[config.mk]
export PLATFORM = sky130hd
export DESIGN_NAME = shift_sub_divider
export DESIGN_NICKNAME = d
export VERILOG_FILES = /design/src/rtl/shift_sub_divider.sv
export SDC_FILE = /design/constraint.sdc
export NUM_CORES = 1
export LEC_CHECK = 0
export CAP_MARGIN = 5
export CORE_ASPECT_RATIO = 1.75
export CORE_UTILIZATION = 40
export CTS_CLUSTER_DIAMETER = 150
export DETAILED_ROUTE_END_ITERATION = 10
export PLACE_DENSITY_LB_ADDON = 0.3
export SLEW_MARGIN = 15
export SYNTH_ARGS = -nofsm -noshare
export SYNTH_HDL_FRONTEND = slang
export SYNTH_SLANG_ARGS = --single-unit
[constraint.sdc]
create_clock -name clk -period 2.8 [get_ports clk]
set_input_delay 0.84 -clock clk [delete_from_list [all_inputs] [get_ports clk]]
set_output_delay 0.84 -clock clk [all_outputs]
set_load 0.005 [all_outputs]
[src/rtl/shift_sub_divider.sv]
// shift_sub_divider
//   Sequential unsigned restoring divider. It produces one quotient bit per
//   clock using shift-and-subtract, so a division takes WIDTH cycles.
//   A divide by zero finishes on the accepting edge and flags div_by_zero.
//
// Ports
//   clk          system clock; all state changes on the rising edge
//   rst          synchronous active-low reset (0 = reset)
//   start        request; accepted only in IDLE or DONE
//   A, B         dividend and divisor; captured on the accepting edge only
//   quotient     floor(A / B); valid while done=1
//   remainder    A mod B; valid while done=1
//   busy         high while a division is in progress
//   done         level flag; held until the next accepted start or reset
//   div_by_zero  high together with done when the captured B was 0
module shift_sub_divider #(
    parameter int WIDTH = 8
) (
    input  logic             clk,
    input  logic             rst,
    input  logic             start,
    input  logic [WIDTH-1:0] A,
    input  logic [WIDTH-1:0] B,
    output logic [WIDTH-1:0] quotient,
    output logic [WIDTH-1:0] remainder,
    output logic             busy,
    output logic             done,
    output logic             div_by_zero
);

    localparam int CW = $clog2(WIDTH);

    typedef enum logic [1:0] {
        S_IDLE = 2'd0,
        S_CALC = 2'd1,
        S_DONE = 2'd2
    } state_t;

    state_t           state_q;
    logic [WIDTH-1:0] dividend_q;   // shifts left; quotient bits fill from LSB
    logic [WIDTH-1:0] divisor_q;
    logic [WIDTH:0]   prem_q;       // partial remainder, one guard bit
    logic [CW-1:0]    cnt_q;
    logic [WIDTH-1:0] quotient_q;
    logic [WIDTH-1:0] remainder_q;
    logic             busy_q;
    logic             done_q;
    logic             dbz_q;

    // One restoring step. prem_q < divisor, so shifted < 2*divisor and the
    // trial's top bit is set exactly when the subtraction went negative.
    logic [WIDTH:0]   shifted_d;
    logic [WIDTH:0]   trial_d;
    logic             qbit_d;
    logic [WIDTH:0]   prem_d;
    logic [WIDTH-1:0] dividend_d;

    assign shifted_d  = {prem_q[WIDTH-1:0], dividend_q[WIDTH-1]};
    assign trial_d    = shifted_d - {1'b0, divisor_q};
    assign qbit_d     = ~trial_d[WIDTH];
    assign prem_d     = qbit_d ? trial_d : shifted_d;
    assign dividend_d = {dividend_q[WIDTH-2:0], qbit_d};

    always_ff @(posedge clk) begin
        if (!rst) begin
            state_q     <= S_IDLE;
            dividend_q  <= '0;
            divisor_q   <= '0;
            prem_q      <= '0;
            cnt_q       <= '0;
            quotient_q  <= '0;
            remainder_q <= '0;
            busy_q      <= 1'b0;
            done_q      <= 1'b0;
            dbz_q       <= 1'b0;
        end else begin
            case (state_q)
                S_IDLE, S_DONE: begin
                    if (start) begin
                        if (B != '0) begin
                            dividend_q <= A;
                            divisor_q  <= B;
                            prem_q     <= '0;
                            cnt_q      <= '0;
                            busy_q     <= 1'b1;
                            done_q     <= 1'b0;
                            dbz_q      <= 1'b0;
                            state_q    <= S_CALC;
                        end else begin
                            // No iteration needed: report saturated quotient.
                            quotient_q  <= '1;
                            remainder_q <= A;
                            busy_q      <= 1'b0;
                            done_q      <= 1'b1;
                            dbz_q       <= 1'b1;
                            state_q     <= S_DONE;
                        end
                    end
                end
                S_CALC: begin
                    dividend_q <= dividend_d;
                    prem_q     <= prem_d;
                    cnt_q      <= cnt_q + 1'b1;
                    if (cnt_q == CW'(WIDTH - 1)) begin
                        // Last step: publish this step's results directly.
                        quotient_q  <= dividend_d;
                        remainder_q <= prem_d[WIDTH-1:0];
                        busy_q      <= 1'b0;
                        done_q      <= 1'b1;
                        state_q     <= S_DONE;
                    end
                end
                default: state_q <= S_IDLE;
            endcase
        end
    end

    assign quotient    = quotient_q;
    assign remainder   = remainder_q;
    assign busy        = busy_q;
    assign done        = done_q;
    assign div_by_zero = dbz_q;

endmodule

==> results.sh, run 1 <==
export IMPL_yosys_top_cells_count="48 x dfxtp_1, 48 x nand2_1, 27 x a21oi_1"
export IMPL_grt_overflow=0
export IMPL_setup_tns_ps=0
export IMPL_synth_compound_area_share_pct=26.3
export IMPL_hold_viol=0
export IMPL_hold_class="flip-flop to flip-flop"
export IMPL_synth_adder_area_share_pct=6.01
export IMPL_hold_start="divisor_q[3]"
export IMPL_start_util_pct=41.4
export IMPL_synth_avg_cell_area_sq_um=8.56
export IMPL_worst_slew_pin_transition_ps=769
export IMPL_power_density_nw_per_um2=565
export IMPL_cp_max_fo=5
export IMPL_peakVddDrop_uv=405
export IMPL_dpl_hpwl_um=4790
export IMPL_outcome="complete, no violations"
export IMPL_fillers=576
export IMPL_drtIter0Drc=110
export IMPL_grt_total_usage_pct=22.0
export IMPL_yosys_area_share_simple_pct=18.8
export IMPL_die_h_um=105
export IMPL_grt_pass1_vias=2272
export IMPL_synth_top_family_by_area="compound AO/OA/AOI/OAI gates"
export IMPL_synth_seq_cells=48
export IMPL_clockBufferDepth=2
export IMPL_clock_sinks=48
export IMPL_r2r_start="dividend_q[7]"
export IMPL_yosysWarnings=0
export IMPL_leakagePower_nw=1.11
export IMPL_dieArea_sq_um=6360
export IMPL_synth_area_leaders="dfxtp_1 40%, nand2_1 7.5%, a21oi_1 5.6%"
export IMPL_synth_edf_count=0
export IMPL_cp_required_ps=2990
export IMPL_cp_end_kind="flip-flop"
export IMPL_syn_to_final_growth_pct=23.8
export IMPL_ys_seq_area_share_pct=39.8
export IMPL_ff_latch_area_sq_um=961
export IMPL_routed_via_density=5.48
export IMPL_clk_latency_ps=310
export IMPL_grt_max_degree=24
export IMPL_fmax_mhz=378
export IMPL_grt_pass1_wl_um=10500
export IMPL_skew_ps=11.3
export IMPL_io_pins=38
export IMPL_drive_gt1_share_pct=12.1
export IMPL_r2r_setup_slack_ps=160
export IMPL_drt_wl_total_um=6260
export IMPL_syn_nets=312
export IMPL_ant_nets=0
export IMPL_cp_start_kind="flip-flop"
export IMPL_rows=37
export IMPL_drv_cap=0
export IMPL_rsz0062_at_grt="false"
export IMPL_die_w_um=60.7
export IMPL_numCtsBuffers=5
export IMPL_ys_types=50
export IMPL_synth_area_mux_share_pct=1.71
export IMPL_path_class="flip-flop to flip-flop"
export IMPL_synthesis_area_sq_um=2410
export IMPL_startpoint="dividend_q[7]"
export IMPL_vias=2192
export IMPL_wire_per_inst_um=15.6
export IMPL_cts_tree="yes"
export IMPL_h_tree_depth=2
export IMPL_setup_viol=0
export IMPL_finalCriticalPeriod_ps=2640
export IMPL_yosysTopAreaCellShare_pct=39.8
export IMPL_fin_nets=351
export IMPL_synth_xor_area_share_pct=1.45
export IMPL_drtPass1Iterations=4
export IMPL_multi_input_area_sq_um=1320
export IMPL_antenna_found_initial=0
export IMPL_port_buffers=37
export IMPL_relSlewSlack_pct=48.6
export IMPL_async_flop_share_pct=0
export IMPL_place_area_sq_um=2880
export IMPL_n_antenna_cell=0
export IMPL_synthFlopType="dfxtp_1"
export IMPL_syn_instance_count=282
export IMPL_root_buffer="clkbuf_8"
export IMPL_drc=0
export IMPL_yosysTopAreaCell="dfxtp_1"
export IMPL_slew_violations=0
export IMPL_design_area_sq_um=2990
export IMPL_cp_data_arrival_time_ps=2830
export IMPL_clkTransAtPathRegs_ps=90
export IMPL_core_area_sq_um=5830
export IMPL_post_route_period_util_pct=94.4
export IMPL_gp_congestion=0.887
through the flow:
step                      power, W  instances  utilization [%]  hold slack (ps)  worst slack [ps]
final                      0.00169        400             51.2              460               156
after global routing       0.00177        400             51.2              486              15.1
after CTS                  0.00168        400             51.1              462              79.5
after detailed placement   0.00125        392             49.4              449              42.9
after global placement     0.00124        392             49.4              446              89.7
after floorplan            0.00109        282                -              436               530
worst max-delay path, cell delays in order (launching register included):
cell,delay (ps)
dfxtp_1,320
inv_1,80
ha_1,160
inv_1,50
fa_1,440
a211oi_4,300
o21ai_2,130
a211oi_4,420
buf_4,210
mux2i_1,300
a21oi_1,100
sequential cells by signal (all words and copies together), names as in the netlist:
register	count
busy	1
div_by_zero	1
prem_q	8
quotient	8
state_q	2
cnt_q	3
dividend_q	8
remainder	8
done	1
divisor_q	8
cells in the final DEF (no fill, tap or decap), types with 3 or more instances in the layout:
master,instances
a21oi_1,27
a311oi_1,7
and2_1,3
buf_4,10
clkbuf_8,6
clkdlybuf4s50_1,37
dfxtp_1,48
ha_1,10
inv_1,13
mux2i_1,3
nand2_1,48
nand3_1,5
nor2_1,23
nor2_2,3
nor2b_1,5
nor3_1,5
o211ai_1,3
o21ai_0,8
o21ai_1,7
o221a_2,7
o221ai_1,7
xnor2_1,3
path summary, 6_finish.rpt:
check	to	depth (start not counted)
max reg2reg	remainder[1]	10
min reg2reg	divisor_q[3]	2
max	remainder[1]	10
min	divisor_q[3]	2
metal layers:
metal	share of wire, %	vias up	wire length (um)	GRT usage (%)
met5	0	-	0	0
met4	3.6	0	224	11.7
met3	2.8	17	177	2.85
met2	55	47	3440	38.9
met1	39	1046	2410	24.0
li1	-	1082	-	-
layout make-up:
class,count,share of cell area [%]
clock inverters,2,0.502
flip-flops and latches,48,32.1
inverters,13,1.63
clock buffers,6,2.76
repair buffers,48,15.6
multi-input cells,205,44.1
well taps,78,3.26
logic make-up (layout without fill, tap and decap cells):
logic type | after synthesis | count (layout)
simple gates | 101 | 101
compound gates | 85 | 85
flops | 48 | 48
buf+inv | 29 | 69
fa+ha+maj | 11 | 11
xor+xnor | 4 | 4
mux | 4 | 4
where the power goes:
part	internal [W]	switching [W]	leakage [nW]
combinational	0.000225	0.000253	0.669
sequential	0.000731	0.0000359	0.393
clock	0.000200	0.000243	0.0434
what timing repair did:
item,in CTS,in global routing
endpoints found under the setup margin,0,5
hold buffers,0,0
buffers inserted,0,0
resized for setup,0,1
Power figures use the tool's default switching activity.
==> inputs of run 2 (changes only) <==
--- a/config.mk
+++ b/config.mk
@@ -8,10 +8,10 @@
 export CAP_MARGIN = 5
 export CORE_ASPECT_RATIO = 1.75
 export CORE_UTILIZATION = 40
-export CTS_CLUSTER_DIAMETER = 150
+export CTS_CLUSTER_DIAMETER = 80
 export DETAILED_ROUTE_END_ITERATION = 10
 export PLACE_DENSITY_LB_ADDON = 0.3
-export SLEW_MARGIN = 15
+export SKIP_LAST_GASP = 1
 export SYNTH_ARGS = -nofsm -noshare
 export SYNTH_HDL_FRONTEND = slang
 export SYNTH_SLANG_ARGS = --single-unit
==> results of run 2 <==
No change in the layout: final DEF, timing and power equal those of run 1.
